$ cat src/rtl/hilo_muldiv_ctrl_pkg.sv
// Shared definitions for the EX-stage multiply/divide controller: FSM state
// encoding, decoder op-bus bit positions and default widths.
package hilo_muldiv_ctrl_pkg;

    localparam int DATA_W_DEF  = 32;
    localparam int MUL_LAT_DEF = 2;

    // Controller states
    typedef enum logic [2:0] {
        ST_IDLE = 3'd0,
        ST_MUL  = 3'd1,
        ST_DIV  = 3'd2,
        ST_FIX  = 3'd3,
        ST_DONE = 3'd4
    } md_state_e;

    // MULT / DIV op buses: [1] = unsigned form, [0] = signed form
    localparam int OP_UNSIGNED_BIT = 1;
    localparam int OP_SIGNED_BIT   = 0;

    // MFHL / MTHL op buses: [1] = HI, [0] = LO
    localparam int HL_HI_BIT = 1;
    localparam int HL_LO_BIT = 0;

    // An op is signed only for the pure signed encoding; the illegal 2'b11
    // collapses onto the unsigned form.
    function automatic logic op_is_signed(input logic [1:0] op);
        return op[OP_SIGNED_BIT] & ~op[OP_UNSIGNED_BIT];
    endfunction

endpackage

$ cat src/rtl/hilo_muldiv_ctrl_if.sv
// Decoder/operand bundle between the EX stage and the HI/LO controller.
interface hilo_muldiv_ctrl_if
    import hilo_muldiv_ctrl_pkg::*;
#(
    parameter int DATA_W = DATA_W_DEF
);
    logic              ex_valid;
    logic              ex_cancel;
    logic [1:0]        mult_op;
    logic [1:0]        div_op;
    logic [1:0]        mfhl_op;
    logic [1:0]        mthl_op;
    logic [DATA_W-1:0] rs_value;
    logic [DATA_W-1:0] rt_value;
    logic              md_stall;
    logic [DATA_W-1:0] mfhl_value;
    logic [DATA_W-1:0] hi_q;
    logic [DATA_W-1:0] lo_q;

    // EX stage side
    modport master (
        output ex_valid, ex_cancel, mult_op, div_op, mfhl_op, mthl_op,
               rs_value, rt_value,
        input  md_stall, mfhl_value, hi_q, lo_q
    );

    // Controller side
    modport slave (
        input  ex_valid, ex_cancel, mult_op, div_op, mfhl_op, mthl_op,
               rs_value, rt_value,
        output md_stall, mfhl_value, hi_q, lo_q
    );

endinterface

$ cat src/rtl/hilo_muldiv_ctrl_div_restoring_core.sv
// Unsigned restoring radix-2 divider: one quotient bit per cycle, DATA_W
// iterations after start. done pulses for one cycle once results are final.
module div_restoring_core #(
    parameter int DATA_W = 32
) (
    input  logic              clk,
    input  logic              resetn,
    input  logic              abort,
    input  logic              start,
    input  logic [DATA_W-1:0] dividend,
    input  logic [DATA_W-1:0] divisor,
    output logic              done,
    output logic [DATA_W-1:0] quotient,
    output logic [DATA_W-1:0] remainder
);
    localparam int ITER_W = $clog2(DATA_W + 1);
    localparam logic [ITER_W-1:0] ITER_LAST = ITER_W'(DATA_W - 1);

    logic [DATA_W-1:0] quo_r;
    logic [DATA_W-1:0] rem_r;
    logic [DATA_W-1:0] dsr_r;
    logic [ITER_W-1:0] iter_r;
    logic              busy_r;
    logic              done_r;

    logic [DATA_W:0]   shifted_s;
    logic [DATA_W:0]   trial_s;
    logic              fits_s;

    // Shift the next dividend bit into the partial remainder and trial-subtract
    always_comb begin
        shifted_s = {rem_r, quo_r[DATA_W-1]};
        trial_s   = shifted_s - {1'b0, dsr_r};
        fits_s    = (shifted_s >= {1'b0, dsr_r});
    end

    // Iteration state: quotient bits shift in at the bottom as dividend bits leave the top
    always_ff @(posedge clk) begin
        if (!resetn || abort) begin
            quo_r  <= {DATA_W{1'b0}};
            rem_r  <= {DATA_W{1'b0}};
            dsr_r  <= {DATA_W{1'b0}};
            iter_r <= {ITER_W{1'b0}};
            busy_r <= 1'b0;
            done_r <= 1'b0;
        end else if (start) begin
            quo_r  <= dividend;
            rem_r  <= {DATA_W{1'b0}};
            dsr_r  <= divisor;
            iter_r <= {ITER_W{1'b0}};
            busy_r <= 1'b1;
            done_r <= 1'b0;
        end else if (busy_r) begin
            quo_r  <= {quo_r[DATA_W-2:0], fits_s};
            rem_r  <= fits_s ? trial_s[DATA_W-1:0] : shifted_s[DATA_W-1:0];
            if (iter_r == ITER_LAST) begin
                busy_r <= 1'b0;
                done_r <= 1'b1;
            end else begin
                iter_r <= iter_r + {{(ITER_W-1){1'b0}}, 1'b1};
                done_r <= 1'b0;
            end
        end else begin
            done_r <= 1'b0;
        end
    end

    assign done      = done_r;
    assign quotient  = quo_r;
    assign remainder = rem_r;

endmodule

$ cat src/rtl/hilo_muldiv_ctrl.sv
// EX-stage multiply/divide sequencer and owner of the HI/LO registers.
// Stalls EX while an op is in flight, writes HI/LO on completion and serves
// MFHI/MFLO reads and MTHI/MTLO writes while idle.
module hilo_muldiv_ctrl
    import hilo_muldiv_ctrl_pkg::*;
#(
    parameter int DATA_W  = DATA_W_DEF,
    parameter int MUL_LAT = MUL_LAT_DEF
) (
    input  logic              clk,
    input  logic              resetn,
    hilo_muldiv_ctrl_if.slave md_bus
);
    localparam int CNT_MAX = (MUL_LAT > DATA_W) ? MUL_LAT : DATA_W;
    localparam int CNT_W   = (CNT_MAX > 1) ? $clog2(CNT_MAX) : 1;
    localparam logic [CNT_W-1:0] MUL_CNT_INIT = CNT_W'(MUL_LAT - 1);
    localparam logic [CNT_W-1:0] DIV_CNT_INIT = CNT_W'(DATA_W - 1);
    localparam logic [CNT_W-1:0] CNT_ONE      = CNT_W'(1);

    function automatic logic [DATA_W-1:0] negate(input logic [DATA_W-1:0] v);
        return (~v) + {{(DATA_W-1){1'b0}}, 1'b1};
    endfunction

    function automatic logic [DATA_W-1:0] magnitude(input logic [DATA_W-1:0] v,
                                                    input logic            is_signed);
        return (is_signed && v[DATA_W-1]) ? negate(v) : v;
    endfunction

    md_state_e           state_r;
    logic [CNT_W-1:0]    cnt_r;
    logic [DATA_W-1:0]   hi_r;
    logic [DATA_W-1:0]   lo_r;
    logic [DATA_W-1:0]   op_a_r;
    logic [DATA_W-1:0]   op_b_r;
    logic                sign_r;
    logic [2*DATA_W-1:0] prod_r;

    logic                is_div_s;
    logic                issue_s;
    logic                start_s;
    logic                op_signed_s;
    logic                busy_s;
    logic                md_stall_s;
    logic [DATA_W-1:0]   mfhl_s;
    logic [DATA_W:0]     a_ext_s;
    logic [DATA_W:0]     b_ext_s;
    logic [2*DATA_W-1:0] a_wide_s;
    logic [2*DATA_W-1:0] b_wide_s;
    logic [2*DATA_W-1:0] prod_s;
    logic                div_start_s;
    logic                div_abort_s;
    logic                div_done_s;
    logic [DATA_W-1:0]   div_quo_s;
    logic [DATA_W-1:0]   div_rem_s;
    logic                neg_q_s;
    logic                neg_r_s;
    logic [DATA_W-1:0]   quo_fix_s;
    logic [DATA_W-1:0]   rem_fix_s;

    // Decode the launch request and the EX stall; stall is dropped on cancel and in reset
    always_comb begin
        is_div_s    = |md_bus.div_op;
        issue_s     = md_bus.ex_valid & ~md_bus.ex_cancel;
        start_s     = resetn & (state_r == ST_IDLE) & issue_s &
                      (is_div_s | (|md_bus.mult_op));
        if (is_div_s) begin
            op_signed_s = op_is_signed(md_bus.div_op);
        end else begin
            op_signed_s = op_is_signed(md_bus.mult_op);
        end
        busy_s      = (state_r == ST_MUL) | (state_r == ST_DIV) | (state_r == ST_FIX);
        md_stall_s  = resetn & (start_s | (busy_s & ~md_bus.ex_cancel));
        div_start_s = start_s & is_div_s;
        div_abort_s = (state_r == ST_DIV) & md_bus.ex_cancel;
        if (md_bus.mfhl_op[HL_HI_BIT]) begin
            mfhl_s = hi_r;
        end else if (md_bus.mfhl_op[HL_LO_BIT]) begin
            mfhl_s = lo_r;
        end else begin
            mfhl_s = {DATA_W{1'b0}};
        end
    end

    // 33x33 signed product of sign/zero-extended operands; only the low 2*DATA_W bits are kept
    always_comb begin
        a_ext_s  = {op_signed_s & md_bus.rs_value[DATA_W-1], md_bus.rs_value};
        b_ext_s  = {op_signed_s & md_bus.rt_value[DATA_W-1], md_bus.rt_value};
        a_wide_s = {{(DATA_W-1){a_ext_s[DATA_W]}}, a_ext_s};
        b_wide_s = {{(DATA_W-1){b_ext_s[DATA_W]}}, b_ext_s};
        prod_s   = a_wide_s * b_wide_s;
    end

    // Sign fixup of the magnitude result; divide-by-zero returns dividend / all-ones
    always_comb begin
        neg_q_s = sign_r & (op_a_r[DATA_W-1] ^ op_b_r[DATA_W-1]);
        neg_r_s = sign_r & op_a_r[DATA_W-1];
        if (op_b_r == {DATA_W{1'b0}}) begin
            quo_fix_s = {DATA_W{1'b1}};
            rem_fix_s = op_a_r;
        end else begin
            if (neg_q_s) begin
                quo_fix_s = negate(div_quo_s);
            end else begin
                quo_fix_s = div_quo_s;
            end
            if (neg_r_s) begin
                rem_fix_s = negate(div_rem_s);
            end else begin
                rem_fix_s = div_rem_s;
            end
        end
    end

    div_restoring_core #(
        .DATA_W (DATA_W)
    ) u_div_core (
        .clk       (clk),
        .resetn    (resetn),
        .abort     (div_abort_s),
        .start     (div_start_s),
        .dividend  (magnitude(md_bus.rs_value, op_signed_s)),
        .divisor   (magnitude(md_bus.rt_value, op_signed_s)),
        .done      (div_done_s),
        .quotient  (div_quo_s),
        .remainder (div_rem_s)
    );

    // Sequencer FSM owning HI/LO, the latched operands and the latency counter
    always_ff @(posedge clk) begin
        if (!resetn) begin
            state_r <= ST_IDLE;
            cnt_r   <= {CNT_W{1'b0}};
            hi_r    <= {DATA_W{1'b0}};
            lo_r    <= {DATA_W{1'b0}};
            op_a_r  <= {DATA_W{1'b0}};
            op_b_r  <= {DATA_W{1'b0}};
            sign_r  <= 1'b0;
            prod_r  <= {(2*DATA_W){1'b0}};
        end else begin
            case (state_r)
                ST_IDLE: begin
                    if (start_s) begin
                        op_a_r <= md_bus.rs_value;
                        op_b_r <= md_bus.rt_value;
                        sign_r <= op_signed_s;
                        if (is_div_s) begin
                            cnt_r   <= DIV_CNT_INIT;
                            state_r <= ST_DIV;
                        end else begin
                            prod_r  <= prod_s;
                            cnt_r   <= MUL_CNT_INIT;
                            state_r <= ST_MUL;
                        end
                    end else if (issue_s) begin
                        // Illegal 2'b11 behaves as the HI form
                        if (md_bus.mthl_op[HL_HI_BIT]) begin
                            hi_r <= md_bus.rs_value;
                        end else if (md_bus.mthl_op[HL_LO_BIT]) begin
                            lo_r <= md_bus.rs_value;
                        end
                    end
                end
                ST_MUL: begin
                    if (md_bus.ex_cancel) begin
                        state_r <= ST_IDLE;
                    end else if (cnt_r == {CNT_W{1'b0}}) begin
                        hi_r    <= prod_r[2*DATA_W-1:DATA_W];
                        lo_r    <= prod_r[DATA_W-1:0];
                        state_r <= ST_DONE;
                    end else begin
                        cnt_r <= cnt_r - CNT_ONE;
                    end
                end
                ST_DIV: begin
                    if (md_bus.ex_cancel) begin
                        state_r <= ST_IDLE;
                    end else if (cnt_r == {CNT_W{1'b0}}) begin
                        state_r <= ST_FIX;
                    end else begin
                        cnt_r <= cnt_r - CNT_ONE;
                    end
                end
                ST_FIX: begin
                    if (md_bus.ex_cancel) begin
                        state_r <= ST_IDLE;
                    end else begin
                        if (div_done_s) begin
                            lo_r <= quo_fix_s;
                            hi_r <= rem_fix_s;
                        end
                        state_r <= ST_DONE;
                    end
                end
                ST_DONE: begin
                    state_r <= ST_IDLE;
                end
                default: begin
                    state_r <= ST_IDLE;
                end
            endcase
        end
    end

    assign md_bus.md_stall   = md_stall_s;
    assign md_bus.mfhl_value = mfhl_s;
    assign md_bus.hi_q       = hi_r;
    assign md_bus.lo_q       = lo_r;

endmodule

$ cat src/flat_wrapper.sv
// flat-port wrapper written by rule: the top's interface ports become plain ports
module hilo_muldiv_ctrl_flat import hilo_muldiv_ctrl_pkg::*;
#(
    parameter int DATA_W  = DATA_W_DEF,
    parameter int MUL_LAT = MUL_LAT_DEF
)
  (clk, resetn, md_bus_ex_valid, md_bus_ex_cancel, md_bus_mult_op, md_bus_div_op, md_bus_mfhl_op, md_bus_mthl_op, md_bus_rs_value, md_bus_rt_value, md_bus_md_stall, md_bus_mfhl_value, md_bus_hi_q, md_bus_lo_q);
  hilo_muldiv_ctrl_if #(.DATA_W(DATA_W)) md_bus_i ();
  input  logic clk;
  input  logic resetn;
  input wire logic [$bits(md_bus_i.ex_valid)-1:0] md_bus_ex_valid;
  input wire logic [$bits(md_bus_i.ex_cancel)-1:0] md_bus_ex_cancel;
  input wire logic [$bits(md_bus_i.mult_op)-1:0] md_bus_mult_op;
  input wire logic [$bits(md_bus_i.div_op)-1:0] md_bus_div_op;
  input wire logic [$bits(md_bus_i.mfhl_op)-1:0] md_bus_mfhl_op;
  input wire logic [$bits(md_bus_i.mthl_op)-1:0] md_bus_mthl_op;
  input wire logic [$bits(md_bus_i.rs_value)-1:0] md_bus_rs_value;
  input wire logic [$bits(md_bus_i.rt_value)-1:0] md_bus_rt_value;
  output wire logic [$bits(md_bus_i.md_stall)-1:0] md_bus_md_stall;
  output wire logic [$bits(md_bus_i.mfhl_value)-1:0] md_bus_mfhl_value;
  output wire logic [$bits(md_bus_i.hi_q)-1:0] md_bus_hi_q;
  output wire logic [$bits(md_bus_i.lo_q)-1:0] md_bus_lo_q;
  assign md_bus_i.ex_valid = md_bus_ex_valid;
  assign md_bus_i.ex_cancel = md_bus_ex_cancel;
  assign md_bus_i.mult_op = md_bus_mult_op;
  assign md_bus_i.div_op = md_bus_div_op;
  assign md_bus_i.mfhl_op = md_bus_mfhl_op;
  assign md_bus_i.mthl_op = md_bus_mthl_op;
  assign md_bus_i.rs_value = md_bus_rs_value;
  assign md_bus_i.rt_value = md_bus_rt_value;
  assign md_bus_md_stall = md_bus_i.md_stall;
  assign md_bus_mfhl_value = md_bus_i.mfhl_value;
  assign md_bus_hi_q = md_bus_i.hi_q;
  assign md_bus_lo_q = md_bus_i.lo_q;
  hilo_muldiv_ctrl #(.DATA_W(DATA_W), .MUL_LAT(MUL_LAT)) u_core (.clk(clk), .resetn(resetn), .md_bus(md_bus_i));
endmodule
$ cat config.mk
export PLATFORM = sky130hd
export DESIGN_NAME = hilo_muldiv_ctrl_flat
export DESIGN_NICKNAME = d
export VERILOG_FILES = /design/src/rtl/hilo_muldiv_ctrl_pkg.sv /design/src/rtl/hilo_muldiv_ctrl_if.sv /design/src/rtl/hilo_muldiv_ctrl_div_restoring_core.sv /design/src/rtl/hilo_muldiv_ctrl.sv /design/src/flat_wrapper.sv
export SDC_FILE = /design/constraint.sdc
export NUM_CORES = 2
export LEC_CHECK = 0
export CORE_MARGIN = 1
export CORE_UTILIZATION = 47
export CTS_BUF_LIST = sky130_fd_sc_hd__clkbuf_16
export CTS_CLUSTER_DIAMETER = 120
export DETAILED_ROUTE_END_ITERATION = 12
export HOLD_SLACK_MARGIN = 0.15
export SYNTH_ARGS = -nofsm -noshare
export SYNTH_HDL_FRONTEND = slang
export SYNTH_SLANG_ARGS = --single-unit
$ cat constraint.sdc
create_clock -name clk -period 12.55 [get_ports clk]
set_input_delay 2.51 -clock clk [delete_from_list [all_inputs] [get_ports clk]]
set_output_delay 2.51 -clock clk [all_outputs]
set_load 0.05 [all_outputs]
Word-level counts from Yosys, hierarchy flattened
Cells that the tools add are included.

storage, ports and cells
  bits in registers = 305
  bits in latches = 0
  RAM bits = 0
  bits in read-only memories = 0
  input bits = 76
  output and inout bits = 97
  word-level logic and storage cells = 138
  memories kept = 0

operators by class
  add/subtract/negate cells = 7
  $mul = 1
  div/mod/pow operators = 0
  $lt $le $gt $ge = 1
  equality and inequality tests = 18
  shift-type cells = 0
  multiplexer cells = 46
  bitwise logic cells = 29
  reduce and logical (&&, ||, !) cells = 22

operators by type and width
  kind                                                             count
  32-bit 2-to-1 mux                                                26
  32-bit case mux with 3 select lines                              2
  32-bit by 1-bit adder with 32-bit output, second input constant  4
  32-bit NOT                                                       4
  33-bit by 33-bit multiplier with 64-bit output                   1
  33-bit by 32-bit greater-or-equal comparator with 1-bit output   1
  32-bit zero test                                                 1
  32-bit subtractor                                                1
  5-bit 2-to-1 mux                                                 4
  2-bit inequality test, second input constant                     10
  3-bit 2-to-1 mux                                                 6
  1-bit bitwise AND                                                14
  3-bit case mux with 4 select lines                               1
  5-bit case mux with 2 select lines                               1
  9-bit AND reduction                                              1
  8-bit AND reduction                                              1
  2-bit OR reduction                                               4
  6-bit by 1-bit adder with 6-bit output, second input constant    1
  3-bit by 2-bit == test with 1-bit output, second input constant  2
  6-bit by 5-bit == test with 1-bit output, second input constant  1
  3-bit inequality test, second input constant                     2
  1-bit NOT                                                        6
  3-bit AND reduction                                              2
  5-bit zero test                                                  1
  other kinds (16)                                                 27

Longest topological paths before layout
  depth in word-level cells = 7
  depth in mapped cells = 35
  mapped depth without buffers = 32

By module
A second synthesis with hierarchy kept.

unflattened totals
  cell total of the unflattened synthesis = 6,596
  area total of the unflattened synthesis = 55,914.9 um^2

modules (own cells, without submodules)
  module              instances  cells each  area an instance (um^2)  sequential area each (um^2)
  hilo_muldiv_ctrl    1          5,826       49,836.5                 4,023.9
  div_restoring_core  1          770         6,078.3                  2,082.0

Least setup slack after synthesis
OpenSTA, ideal clock, no wires.

  kind = input port to flip-flop
  start point = in md_bus_mult_op[1]
  end point = reg u_core.prod_r[59]
  setup time = 0.087 ns
  arrival = 10.659 ns
  data required time = 12.463 ns
  setup slack = 1.803 ns
  stages on the path = 32
  path buffers = 3
  cell sequence = inv_1 > a21oi_1 > nor2_1 > and2_1 > clkbuf_1 > buf_1 > nand2_1 > inv_1 > fa_1 > fa_1 > fa_1 > inv_1 > fa_1 > inv_1 > fa_1 > fa_1 > inv_1 > fa_1 > fa_1 > inv_1 > ha_1 > clkbuf_1 > nand4_1 > nor2_1 > nand3_1 > o21a_1 > or4_1 > a311o_1 > a21oi_1 > o21ai_1 > and3b_1 > o31ai_1

between the ends
  word-level cells in the longest chain between the ends = 5
  elaborated cells on any way between the ends = 10
  those cells by class = mul (1); mux (1); bitwise (6); reduce/logical (2)

ends and longest elaborated chain
  item                                            line                                            RTL
  from (decl)                                     flat_wrapper.sv:13                              input wire logic [$bits(md_bus_i.mult_op)-1:0] md_bus_mult_op;
  1-bit NOT                                       hilo_muldiv_ctrl_pkg.sv:28                      return op[OP_SIGNED_BIT] & ~op[OP_UNSIGNED_BIT];
  1-bit bitwise AND                               hilo_muldiv_ctrl_pkg.sv:28
  1-bit 2-to-1 mux                                hilo_muldiv_ctrl.sv:66                          if (is_div_s) begin
  1-bit bitwise AND, on equally long branches     hilo_muldiv_ctrl.sv:86, hilo_muldiv_ctrl.sv:87
  33-bit by 33-bit multiplier with 64-bit output  hilo_muldiv_ctrl.sv:90                          prod_s = a_wide_s * b_wide_s;
  to (signal assigned)                            hilo_muldiv_ctrl.sv:138                         prod_r <= {(2*DATA_W){1'b0}};
  to (signal assigned)                            hilo_muldiv_ctrl.sv:150                         prod_r <= prod_s;
  to (decl)                                       hilo_muldiv_ctrl.sv:36                          logic [2*DATA_W-1:0] prod_r;

Parallel ways exist; a longest one is shown, timed or not.
A chain may end at the register's enable or synchronous reset.

Final worst setup path
  start point = in md_bus_mult_op[0]
  end point = reg u_core.prod_r[63]

between the ends
  word-level cells in the longest chain between the ends = 4
  elaborated cells on any way between the ends = 9
  those cells by class = mul (1); mux (1); bitwise (5); reduce/logical (2)

ends and longest elaborated chain
  item                                                                                          line
  1-bit bitwise AND / 2-bit OR reduction (equally long branches)                                hilo_muldiv_ctrl_pkg.sv:28, hilo_muldiv_ctrl.sv:65
  1-bit 2-to-1 mux / 1-bit OR (equally long branches)                                           hilo_muldiv_ctrl.sv:66, hilo_muldiv_ctrl.sv:65
  1-bit bitwise AND, on equally long branches                                                   hilo_muldiv_ctrl.sv:86, hilo_muldiv_ctrl.sv:64, hilo_muldiv_ctrl.sv:87
  33-bit by 33-bit multiplier with 64-bit output / 3-bit AND reduction (equally long branches)  n/a

Parallel ways exist; a longest one is shown, timed or not.

==> impl_metrics.env <==
export IMPL_status="finished, final reports clean"
export IMPL_min_path_cells=2
export IMPL_wl_per_cell_um=22.6
export IMPL_maxCapViolations=0
export IMPL_synth_commonest_cells="inv_1, nand2_1, fa_1"
export IMPL_rsz0062_at_grt="no"
export IMPL_ctsHoldBuffers=0
export IMPL_finalWirelength_mm=180
export IMPL_clockBufferDepth=3
export IMPL_netlist_top_cells_area="fa_1, dfxtp_1, inv_1"
export IMPL_r2r_end="u_core.u_div_core.remainder[30]"
export IMPL_insertion_delay_ns=0.58
export IMPL_ys_ff_latch=305
export IMPL_r2r_slack_ns=8.67
export IMPL_layout_drive_gt1_share_pct=4.41
export IMPL_syn_inst=6521
export IMPL_yosysTopAreaCell="fa_1"
export IMPL_endpoint="u_core.prod_r[63]"
export IMPL_synth_fp_nets=7974
export IMPL_fp_dieH_um=345
export IMPL_clkSlewWorstSetupHoldPaths_ns=0.06
export IMPL_yosys_most_used_dff="dfxtp_1"
export IMPL_synth_area_per_cell_um2=8.47
export IMPL_gp_congestion=0.941
export IMPL_cts_num_sinks=305
export IMPL_min_path_type="flop to flop"
export IMPL_numPortBuffers=172
export IMPL_grt_pass1_wl_mm=281
export IMPL_antenna_found_initial=19
export IMPL_via_per_inst=5.58
export IMPL_worstRegToRegCells=14
export IMPL_relSlewSlack_pct=24.5
export IMPL_arrival_ns=11.85
export IMPL_synth_edff_count=0
export IMPL_first_pass_iters=6
export IMPL_reg2reg_from="u_core.u_div_core.quotient[31]"
export IMPL_crit_path_max_incr_delay_ns=0.64
export IMPL_htreeDepth=2
export IMPL_startpoint_type="primary input"
export IMPL_synth_top_area_share_pct=40.8
export IMPL_dpl_hpwl_mm=142
export IMPL_clock_root_buffer="clkbuf_16"
export IMPL_drc_errors=0
export IMPL_die_w_um=345
export IMPL_cp_required_ns=13.02
export IMPL_tns_ns=0
export IMPL_utilization_pct=50.8
export IMPL_overflow=0
export IMPL_grt_pass1_vias=46300
export IMPL_yosysMostFrequentCell="inv_1"
export IMPL_post_cts_setup_buffers=0
export IMPL_cp_max_fo=22
export IMPL_ys_warn_count=0
export IMPL_worst_path_max_delay_cell="fa_1"
export IMPL_maxSlewViolCount=0
export IMPL_track_usage_pct=31.2
export IMPL_crit_path_start="md_bus_mult_op[0]"
export IMPL_dieArea_um2=119000
export IMPL_initial_core_util_pct=47.5
export IMPL_area_growth_pct=6.94
export IMPL_ys_seq_area_share_pct=11.1
export IMPL_hold_viol=0
export IMPL_dr_first_iter_drc_count=3612
export IMPL_cts_resized_gates=0
export IMPL_ant_nets=0
export IMPL_crit_path_end_kind="flop"
export IMPL_finalCritPeriodShare_pct=90.7
export IMPL_ios=173
export IMPL_cts_tree="done"
export IMPL_ys_types=80
export IMPL_placementRows=125
export IMPL_fin_crit_ns=11.39
export IMPL_worst_pin_slew_ns=1.13
export IMPL_fmax_mhz=87.8
export IMPL_fin_nets=7862
export IMPL_fin_skew_ns=0.0355
export IMPL_vias=44500
export IMPL_cts_buffers=36
export IMPL_critPathKind="primary input to flop"
export IMPL_synthesis_area_um2=55300
export IMPL_core_um2=116000
export IMPL_nFillCells=11200
export IMPL_async_flop_share_pct=0
export IMPL_grt_max_degree=83
export IMPL_setup_violations=0
export IMPL_critPathMostFrequentCell="fa_1"
registers in the layout (all words and copies together), names as in the netlist, 3 cells and up:
signal,cells
u_core.u_div_core.dsr_r,32
u_core.md_bus.hi_q,32
u_core.u_div_core.quotient,32
u_core.op_b_r,32
u_core.state_r,3
u_core.cnt_r,5
u_core.md_bus.lo_q,32
u_core.prod_r,64
u_core.u_div_core.iter_r,6
u_core.u_div_core.remainder,32
u_core.op_a_r,32
worst max-delay path, delay by kind of cell:
family / cells / cell delay [ns]
fa+ha+maj: 9 / 4.57
simple gates: 9 / 2.12
buf+inv: 6 / 1.59
compound gates: 5 / 1.03
metrics by stage:
step | area [µm²] | setup slack, ns | hold WS (ns) | cells
final | 59100 | 1.16 | 0.455 | 7967
after floorplan | 55300 | 1.80 | 0.428 | 6521
after global routing | 59100 | 0.641 | 0.472 | 7962
after CTS | 59100 | 1.14 | 0.454 | 7960
after detailed placement | 57900 | 0.580 | 0.446 | 7895
after global placement | 57900 | 0.747 | 0.440 | 7895
kinds of logic (layout without fill, tap and decap cells):
group,count (synthesis),in the layout,share of synthesized area (%)
AOI/OAI and AO/OA,844,844,9.51
xor gates and xnor gates,215,215,3.41
adders and majority gates,1377,1377,46.5
buffers and inverters,1635,1550,11.1
DFF,305,305,11.1
muxes,106,106,1.96
other,0,7,0
and+or+nand+nor,2039,2039,16.5
how the worst min path moves through the flow:
stage	startpoint	to	slack [ns]
floorplan	u_core.prod_r[0]	u_core.prod_r[0]	0.43
global placement	u_core.prod_r[17]	u_core.prod_r[17]	0.44
detailed placement	u_core.prod_r[11]	u_core.prod_r[11]	0.45
CTS	u_core.prod_r[11]	u_core.prod_r[11]	0.45
global route	u_core.op_a_r[1]	u_core.op_a_r[1]	0.47
finish	u_core.prod_r[11]	u_core.prod_r[11]	0.46
cell usage in the layout, fill, tap and decap left out, types with 90 or more instances in the layout:
| cell type | count |
|---|---|
| nand2_1 | 1181 |
| dfxtp_1 | 303 |
| and2_1 | 304 |
| clkdlybuf4s50_1 | 116 |
| o21ai_0 | 206 |
| buf_4 | 110 |
| inv_1 | 1203 |
| mux2i_1 | 90 |
| ha_1 | 251 |
| nor2_1 | 256 |
| fa_1 | 1126 |
| a21oi_1 | 279 |
| xnor2_1 | 139 |
area by class of cell:
cell class              instances  area [µm²]  area share [%]
flip-flops and latches        305        6110            10.3
well taps                    1524        1910            3.23
multi-input cells            4581       43100            72.9
repair buffers                282        2270            3.84
inverters                    1203        4520            7.65
clock buffers                  38         951            1.61
diodes                          7        17.5          0.0296
clock inverters                27         218           0.368
layer usage:
layer,global-route usage (%),share of wire (%),vias to the layer above
met5,0,0.052,-
met3,3.57,6.4,320
li1,-,-,19700
met1,41.7,42,22900
met2,52.5,48,1535
met4,10.6,3.9,14
Power is not shown: default switching activity piles up to over one toggle a cycle in this logic, so the estimate is an artifact.
